`config.mk`:
```
export PLATFORM = sky130hd
export DESIGN_NAME = board_reset_seq_flat
export DESIGN_NICKNAME = d
export VERILOG_FILES = /design/src/rtl/board_reset_seq_pkg.sv /design/src/rtl/board_reset_seq_if.sv /design/src/rtl/board_reset_seq_sync_debounce.sv /design/src/rtl/board_reset_seq.sv /design/src/flat_wrapper.sv
export SDC_FILE = /design/constraint.sdc
export NUM_CORES = 1
export LEC_CHECK = 0
export ABC_AREA = 0
export BUFFER_PORTS_ARGS = -buffer_cell sky130_fd_sc_hd__buf_2
export CORE_UTILIZATION = 30
export DETAILED_ROUTE_END_ITERATION = 8
export PLACE_DENSITY = 0.51
export SYNTH_ARGS = -nofsm -noshare
export SYNTH_HDL_FRONTEND = slang
export SYNTH_SLANG_ARGS = --single-unit
```
`constraint.sdc`:
```
create_clock -name clk -period 5.2 [get_ports clk]
set_input_delay 1.04 -clock clk [delete_from_list [all_inputs] [get_ports clk]]
set_output_delay 1.04 -clock clk [all_outputs]
set_load 0.01 [all_outputs]
```
`src/rtl/board_reset_seq_pkg.sv`:
```
// board_reset_seq_pkg: FSM states and counter-width helpers shared by the reset sequencer files
package board_reset_seq_pkg;
  typedef enum logic [1:0] {PLL_RST, WAIT_LOCK, RELEASE, RUN} state_e;
  function automatic int max2(input int a, input int b);
    return a > b ? a : b;
  endfunction
  function automatic int cnt_w(input int m);
    return $clog2(m + 1);
  endfunction
endpackage

```
`src/rtl/board_reset_seq_if.sv`:
```
// board_reset_seq_if: board-side pins of the reset sequencer.
//   pb_n/pll_locked: raw asynchronous inputs; pll_areset/rst_out/ready/lock_lost_count: registered outputs.
//   master = board/testbench side, slave = sequencer side.
interface board_reset_seq_if #(parameter int NUM_CH = 3);
  logic pb_n;
  logic pll_locked;
  logic pll_areset;
  logic [NUM_CH-1:0] rst_out;
  logic ready;
  logic [7:0] lock_lost_count;
  modport master(output pb_n, pll_locked, input pll_areset, rst_out, ready, lock_lost_count);
  modport slave(input pb_n, pll_locked, output pll_areset, rst_out, ready, lock_lost_count);
endinterface

```
`src/rtl/board_reset_seq_sync_debounce.sv`:
```
// board_reset_seq_sync_debounce: synchroniser plus debouncer for the user button.
//   clk, reset_n (sync, active-low), d_i raw button (low = pressed), press_o one-cycle pulse when the
//   debounced level falls.
module board_reset_seq_sync_debounce
  import board_reset_seq_pkg::*;
#(
  parameter int SYNC_STAGES = 2,
  parameter int DEBOUNCE_CYCLES = 16
) (
  input  logic clk,
  input  logic reset_n,
  input  logic d_i,
  output logic press_o
);
  localparam int DW = cnt_w(DEBOUNCE_CYCLES);
  logic [SYNC_STAGES-1:0] sync_q;
  logic [DW-1:0] cnt_q;
  logic db_q, press_q, pb_s, done;
  assign pb_s = sync_q[SYNC_STAGES-1];
  // The counter only runs while the synced input disagrees with the debounced level.
  assign done = pb_s != db_q && cnt_q == DW'(DEBOUNCE_CYCLES - 1);
  always_ff @(posedge clk) begin
    if (!reset_n) begin
      sync_q  <= '1;
      cnt_q   <= '0;
      db_q    <= 1'b1;
      press_q <= 1'b0;
    end else begin
      sync_q  <= {sync_q[SYNC_STAGES-2:0], d_i};
      cnt_q   <= (pb_s == db_q || done) ? '0 : cnt_q + 1'b1;
      db_q    <= done ? pb_s : db_q;
      press_q <= done && db_q;
    end
  end
  assign press_o = press_q;
endmodule

```
`src/rtl/board_reset_seq.sv`:
```
// board_reset_seq: PLL reset pulse, lock qualification and staggered release of NUM_CH domain resets.
//   clk, reset_n (sync, active-low), bus (slave): pb_n/pll_locked in; pll_areset, rst_out (bit 0 first),
//   ready, saturating lock_lost_count out. All outputs are registered.
module board_reset_seq
  import board_reset_seq_pkg::*;
#(
  parameter int NUM_CH = 3,
  parameter int SYNC_STAGES = 2,
  parameter int DEBOUNCE_CYCLES = 16,
  parameter int PLL_RESET_CYCLES = 4,
  parameter int HOLD_CYCLES = 8,
  parameter int STAGGER_CYCLES = 5,
  parameter int LOCK_TIMEOUT = 100
) (
  input logic clk,
  input logic reset_n,
  board_reset_seq_if.slave bus
);
  localparam int CW = cnt_w(max2(max2(PLL_RESET_CYCLES, HOLD_CYCLES), STAGGER_CYCLES * (NUM_CH - 1)));
  localparam int TW = cnt_w(LOCK_TIMEOUT);
  logic [SYNC_STAGES-1:0] lock_sync_q;
  logic lock_s, press, loss, areset_q, ready_q;
  state_e state_q;
  logic [CW-1:0] cnt_q;
  logic [TW-1:0] tmo_q;
  logic [7:0] lost_q, lost_d;
  logic [NUM_CH-1:0] rst_q, rst_d;
  board_reset_seq_sync_debounce #(.SYNC_STAGES(SYNC_STAGES), .DEBOUNCE_CYCLES(DEBOUNCE_CYCLES)) u_pb (
    .clk(clk), .reset_n(reset_n), .d_i(bus.pb_n), .press_o(press)
  );
  assign lock_s = lock_sync_q[SYNC_STAGES-1];
  assign loss = !lock_s && (state_q == RELEASE || state_q == RUN);
  assign lost_d = (loss && lost_q != 8'hff) ? lost_q + 1'b1 : lost_q;
  // Channel k drops on the edge STAGGER_CYCLES*k after RELEASE entry; channel 0 drops on entry itself.
  always_comb begin
    rst_d = rst_q;
    for (int k = 1; k < NUM_CH; k++)
      if (cnt_q == CW'(STAGGER_CYCLES * k - 1)) rst_d[k] = 1'b0;
  end
  always_ff @(posedge clk) begin
    if (!reset_n) begin
      lock_sync_q <= '0;
      state_q     <= PLL_RST;
      cnt_q       <= '0;
      tmo_q       <= '0;
      lost_q      <= '0;
      areset_q    <= 1'b1;
      rst_q       <= '1;
      ready_q     <= 1'b0;
    end else begin
      lock_sync_q <= {lock_sync_q[SYNC_STAGES-2:0], bus.pll_locked};
      lost_q      <= lost_d;
      if (press && state_q != PLL_RST) begin
        state_q  <= PLL_RST;
        cnt_q    <= '0;
        tmo_q    <= '0;
        areset_q <= 1'b1;
        rst_q    <= '1;
        ready_q  <= 1'b0;
      end else if (loss) begin
        state_q <= WAIT_LOCK;
        cnt_q   <= '0;
        tmo_q   <= '0;
        rst_q   <= '1;
        ready_q <= 1'b0;
      end else begin
        case (state_q)
          PLL_RST:
            if (cnt_q == CW'(PLL_RESET_CYCLES - 1)) begin
              state_q  <= WAIT_LOCK;
              cnt_q    <= '0;
              tmo_q    <= '0;
              areset_q <= 1'b0;
            end else cnt_q <= cnt_q + 1'b1;
          WAIT_LOCK:
            if (lock_s && cnt_q == CW'(HOLD_CYCLES - 1)) begin
              state_q <= RELEASE;
              cnt_q   <= '0;
              rst_q   <= ~NUM_CH'(1);
            end else if (tmo_q == TW'(LOCK_TIMEOUT - 1)) begin
              state_q  <= PLL_RST;
              cnt_q    <= '0;
              tmo_q    <= '0;
              areset_q <= 1'b1;
            end else begin
              cnt_q <= lock_s ? cnt_q + 1'b1 : '0;
              tmo_q <= tmo_q + 1'b1;
            end
          RELEASE:
            if (cnt_q == CW'(STAGGER_CYCLES * (NUM_CH - 1))) begin
              state_q <= RUN;
              cnt_q   <= '0;
              rst_q   <= '0;
              ready_q <= 1'b1;
            end else begin
              cnt_q <= cnt_q + 1'b1;
              rst_q <= rst_d;
            end
          default: ;
        endcase
      end
    end
  end
  assign bus.pll_areset = areset_q;
  assign bus.rst_out = rst_q;
  assign bus.ready = ready_q;
  assign bus.lock_lost_count = lost_q;
endmodule
```
`src/flat_wrapper.sv`:
```
// flat-port wrapper written by rule: the top's interface ports become plain ports
module board_reset_seq_flat import board_reset_seq_pkg::*;
#(
  parameter int NUM_CH = 3,
  parameter int SYNC_STAGES = 2,
  parameter int DEBOUNCE_CYCLES = 16,
  parameter int PLL_RESET_CYCLES = 4,
  parameter int HOLD_CYCLES = 8,
  parameter int STAGGER_CYCLES = 5,
  parameter int LOCK_TIMEOUT = 100
)
  (clk, reset_n, bus_pb_n, bus_pll_locked, bus_pll_areset, bus_rst_out, bus_ready, bus_lock_lost_count);
  board_reset_seq_if #(.NUM_CH(NUM_CH)) bus_i ();
  input logic clk;
  input logic reset_n;
  input wire logic [$bits(bus_i.pb_n)-1:0] bus_pb_n;
  input wire logic [$bits(bus_i.pll_locked)-1:0] bus_pll_locked;
  output wire logic [$bits(bus_i.pll_areset)-1:0] bus_pll_areset;
  output wire logic [$bits(bus_i.rst_out)-1:0] bus_rst_out;
  output wire logic [$bits(bus_i.ready)-1:0] bus_ready;
  output wire logic [$bits(bus_i.lock_lost_count)-1:0] bus_lock_lost_count;
  assign bus_i.pb_n = bus_pb_n;
  assign bus_i.pll_locked = bus_pll_locked;
  assign bus_pll_areset = bus_i.pll_areset;
  assign bus_rst_out = bus_i.rst_out;
  assign bus_ready = bus_i.ready;
  assign bus_lock_lost_count = bus_i.lock_lost_count;
  board_reset_seq #(.NUM_CH(NUM_CH), .SYNC_STAGES(SYNC_STAGES), .DEBOUNCE_CYCLES(DEBOUNCE_CYCLES), .PLL_RESET_CYCLES(PLL_RESET_CYCLES), .HOLD_CYCLES(HOLD_CYCLES), .STAGGER_CYCLES(STAGGER_CYCLES), .LOCK_TIMEOUT(LOCK_TIMEOUT)) u_core (.clk(clk), .reset_n(reset_n), .bus(bus_i));
endmodule
```
==> Yosys cells after proc, flatten, opt, wreduce, memory -nomap -nowiden <==
Index checks and enable logic that the tools add are counted.
{ "word_totals": {"ff_bits": 37, "latchBits": 0, "ram_bits": 0, "rom_bits": 0, "inputBits": 4, "memories": 0} }
{ "op_classes": {"n_addsub": 4, "multipliers": 0, "div": 0, "magnitude_cmp": 0, "n_eq_ne": 24, "n_shift": 0, "mux": 25, "bitwise": 2, "n_reduce_logical": 26} }
{ "op_table": {"columns": ["op", "n"], "rows": [
  ["$mux 7", 3],
  ["$mux 4", 5],
  ["$pmux 7 s2", 1],
  ["$pmux 4 s3", 1],
  ["$reduce_and 3->1", 4],
  ["$add 8x1->8 const B", 1],
  ["$eq 4x3->1 const B", 2],
  ["$eq 4x4->1 const B", 2],
  ["$mux 2", 4],
  ["$ne 8x8->1 const B", 1],
  ["$reduce_and 4->1", 2],
  ["$add 7x1->7 const B", 1],
  ["$eq 7x7->1 const B", 1],
  ["$logic_and 1x1->1", 6],
  ["$mux 1", 6],
  ["$mux 3", 2],
  ["$ne 2x1->1 const B", 3],
  ["$ne 3x1->1 const B", 2],
  ["$ne 3x3->1 const B", 2],
  ["$pmux 2 s3", 1],
  ["$pmux 3 s2", 1],
  ["$reduce_bool 2->1", 3],
  ["$add 5x1->5 const B", 1],
  ["$eq 5x4->1 const B", 1],
  ["20 further kinds", 25]
]} }

==> Depth between registers and ports, before layout <==
{ "depth": {"word_depth": 5, "mapped_depth": 7, "depth_no_buf": 7} }

==> Hierarchy <==
Synthesis repeated with hierarchy kept, for this count alone.
{ "unflattened": {"cells_unflattened": 198, "hier_area_um2": 1833.0} }
{ "by_module_without_submodules": {"columns": ["mod", "instances", "cells_each", "area_each_um2"], "rows": [
  ["board_reset_seq", 1, 169, 1515.2],
  ["board_reset_seq_sync_debounce", 1, 29, 317.8]
]} }

==> Worst setup path before layout <==
No wires, ideal clock.
{ "synth_path": {"kind": "flip-flop to flip-flop", "from": "reg u_core.state_q[0]", "to": "reg u_core.tmo_q[0]", "t_arrival_ns": 1.670, "path_slack_ns": 3.411, "path_stages_with_launch": 8, "path_buffers": 0, "cell_sequence": "dfxtp_1 > inv_1 > ha_1 > and2_1 > a2111oi_4 > o21ai_1 > nand2_1 > nor2_1"} }
{ "synth_via": {"elab_chain_cells": 4, "word_cells_on_any_way": 14} }
{ "synth_lines": {"columns": ["element", "line_no", "rtl"], "rows": [
  ["start, declared", "board_reset_seq.sv:23", "state_e state_q;"],
  ["start signal, assigned", "board_reset_seq.sv:43", "state_q <= PLL_RST;"],
  ["start signal, assigned", "board_reset_seq.sv:54", "state_q <= PLL_RST;"],
  ["start signal, assigned", "board_reset_seq.sv:61", "state_q <= WAIT_LOCK;"],
  ["$eq 2x2->1", "board_reset_seq.sv:32", "assign loss = !lock_s && (state_q == RELEASE || state_q == RUN);"],
  ["$logic_or 1x1->1", "board_reset_seq.sv:32", null],
  ["$logic_and 1x1->1", "board_reset_seq.sv:32", null],
  ["$reduce_or 3->1 (no line)", null, null],
  ["end signal, assigned", "board_reset_seq.sv:87", "tmo_q <= tmo_q + 1'b1;"],
  ["end, declared", "board_reset_seq.sv:25", "logic [TW-1:0] tmo_q;"]
]} }
Parallel ways exist; a longest one is shown, timed or not.
A chain may end at the register's enable or synchronous reset.

==> Worst setup path in the final report <==
{ "layout_path": {"from": "reg u_core.state_q[1]", "to": "reg u_core.tmo_q[4]"} }
Same word-level chain as after synthesis.

==> flow_metrics.py <==
metrics = {
    "timing": {
        "fin_tns_setup_ns": 0,
        "slew_violations": 0,
        "period_minus_slack_ns": 2.09,
        "worst_pin_slew_ns": 0.653,
        "fmax_ghz": 0.478,
        "hold_viol": 0,
        "fin_skew_ns": 0.00651,
        "holdWs_ns": 0.412,
        "rsz0062_at_grt": "false",
        "setup_viol": 0,
        "slew-limit-headroom_pct": 56.5,
        "fin_crit_sh_pct": 40.2,
        "worst_slack_ns": 3.11,
    },
    "cells_and_area": {
        "drive_above_1_share_pct": 11.7,
        "fill_cells": 606,
        "num-nets-final": 238,
        "diodes": 0,
        "syn2layout_area_growth_pct": 13.1,
        "post-route-util_pct": 36.1,
    },
    "yosys": {
        "synth-simple-area-share_pct": 26.0,
        "ys_seq_area_share_pct": 40.9,
        "synthArstFlopShare_pct": 0,
        "synth_top_cells_by_area": "dfxtp_1 (41%), ha_1 (9.0%), nor2_1 (4.8%), xor2_1 (3.9%), nand3_1 (3.3%)",
        "synth_ff_type": "dfxtp_1",
        "synth_edf_count": 0,
        "ys_types": 38,
        "yosys_warnings": 0,
        "synth_mux_area_share_pct": 2.21,
        "synthCells": 202,
        "ys_seq_elements": 37,
        "synth-compound-area-share_pct": 11.7,
        "synth_area_mm2": 0.00181,
        "synth.net_count": 219,
        "syn-mean-instance-area_um2": 8.98,
        "synth_top_area_share_pct": 40.9,
        "yosysMostFrequentCell": "dfxtp_1",
        "synthXorXnorAreaFrac_pct": 6.76,
        "yosys.area.top_type": "dfxtp_1",
        "synthAdderAreaFrac_pct": 8.97,
        "synth_top_family_by_area": "simple AND/OR/NAND/NOR gates",
        "synth_common_cells": "dfxtp_1 (37), nor2_1 (23), nand2_1 (15)",
    },
    "placement": {
        "portBuffers": 16,
        "pre_cts_ws_ns": 3.10,
        "hpwl_um": 2400,
        "place.gp.congestion": 0.701,
    },
    "die": {
        "die_x_um": 79.7,
        "num_rows": 27,
        "fp.dieArea_mm2": 0.00636,
        "io_pins": 17,
        "start_util_pct": 31.9,
        "core_area_mm2": 0.00568,
        "fp.dieH_um": 79.7,
    },
    "clock_network": {
        "cts_setup_buffers": 0,
        "cts_sinks": 37,
        "insertion_delay_ns": 0.29,
        "ctsResizeCount": 0,
        "clockBufferDepth": 2,
        "root_buffer": "clkbuf_8",
        "clk_pin_slew_worst_paths_ns": 0.08,
        "htree_num_levels": 2,
        "ctsHoldBuffers": 0,
        "numCtsBuffers": 5,
        "cts_tree": "built",
    },
    "hold_path": {
        "hp-class": "reg -> reg",
    },
    "setup_path": {
        "reg2reg_slack_ns": 3.11,
        "worstSetupPathType": "reg -> reg",
        "worstPathRequired_ns": 5.37,
        "cp.arrival_ns": 2.26,
        "worst_setup_path_end_kind": "flip-flop",
        "cp_max_fo": 10,
        "start_kind": "flip-flop",
    },
    "grt": {
        "overflow": 0,
        "track_usage_pct": 11.9,
        "antenna_found_initial": 0,
        "grt_pass1_wl_um": 5960,
        "grt_max_degree": 14,
        "first_global_vias": 1345,
    },
    "outcome": {
        "status": "completed",
    },
    "drt": {
        "drtIter0Drc": 67,
        "wl_um": 3320,
        "vias": 1416,
        "drcViolationCount": 0,
        "wire_per_inst_um": 11.3,
        "ant_nets": 0,
        "first_pass_iters": 4,
        "vias_per_cell": 4.82,
    },
    "pwr": {
        "cellLeakagePower_nw": 0.809,
        "finalPower_w": 0.000719,
        "cellPowerDensity_mw_per_mm2": 351,
        "peakVddDrop_mv": 0.151,
    },
    "flow_run": {
        "drv_cap": 0,
    },
}
==> per-stage QoR <==
step	area (um^2)	instances
finish	2050	294
global route	2050	294
CTS	2050	294
detailed placement	1960	286
global placement	1960	286
floorplan	1810	202
==> cell type report <==
cell class              instances  area (um^2)  area share, %
clock buffers                   5         68.8           3.36
clock inverters                 3         21.3           1.04
inverters                      11         41.3           2.01
multi-input cells             150         1010           49.2
flip-flops and latches         37          741           36.1
well taps                      72         90.1           4.39
repair buffers                 16         80.1           3.90
==> where the power goes <==
part | switching [W] | internal (W)
Sequential | 0.0000232 | 0.000308
Combinational | 0.000107 | 0.0000772
Clock | 0.000110 | 0.0000951
Total | 0.000240 | 0.000480
==> sequential cells by signal, indices dropped and copies added (netlist names), 2 cells and up <==
name	cells
u_core.bus.lock_lost_count	8
u_core.tmo_q	7
u_core.u_pb.cnt_q	5
u_core.cnt_q	4
u_core.bus.rst_out	3
u_core.lock_sync_q	2
u_core.state_q	2
u_core.u_pb.sync_q	2
==> cell families after synthesis <==
| logic type | count (synthesis) |
|---|---|
| buffers and inverters | 15 |
| AND/OR/NAND/NOR | 89 |
| AO/OA/AOI/OAI | 30 |
| XOR/XNOR | 14 |
| multiplexers | 4 |
| adder cells (fa/ha/maj) | 13 |
| flip-flops | 37 |
==> final timing paths <==
kind | to | cells past startpoint | from
max | u_core.tmo_q[4] | 7 | u_core.state_q[1]
min | u_core.u_pb.sync_q[1] | 1 | u_core.u_pb.sync_q[0]
max reg2reg | u_core.tmo_q[4] | 7 | u_core.state_q[1]
min reg2reg | u_core.u_pb.sync_q[1] | 1 | u_core.u_pb.sync_q[0]
==> cell usage in the layout, fill, tap and decap left out, drive strengths merged, types with 6 or more instances in the layout <==
cell type | synthesis | final
nor2 | 23 | 23
dfxtp | 37 | 37
xor2 | 8 | 8
ha | 13 | 13
o21ai | 9 | 9
nand2 | 15 | 15
nand2b | 6 | 6
buf | 1 | 16
a31oi | 6 | 6
nand3 | 12 | 12
inv | 11 | 12
xnor2 | 6 | 6
==> per-layer routing <==
metal  vias up  global-route usage (%)  share of wire, %  wire length, um
met5         -                       0                 0                0
met4         0                    3.75              0.54               18
met3         2                    4.11               3.2              107
met2        21                    18.6                44             1470
met1       652                    15.2                52             1730
li1        741                       -                 -                -
==> worst max-delay path, stage by stage, from the launching register on <==
cell,delay [ns]
dfxtp_1,0.39
inv_1,0.10
ha_1,0.28
and2_1,0.22
a2111oi_4,0.52
o21ai_1,0.13
nand2_1,0.25
nor2_1,0.09
No activity file was read; power rests on OpenSTA's default activity.
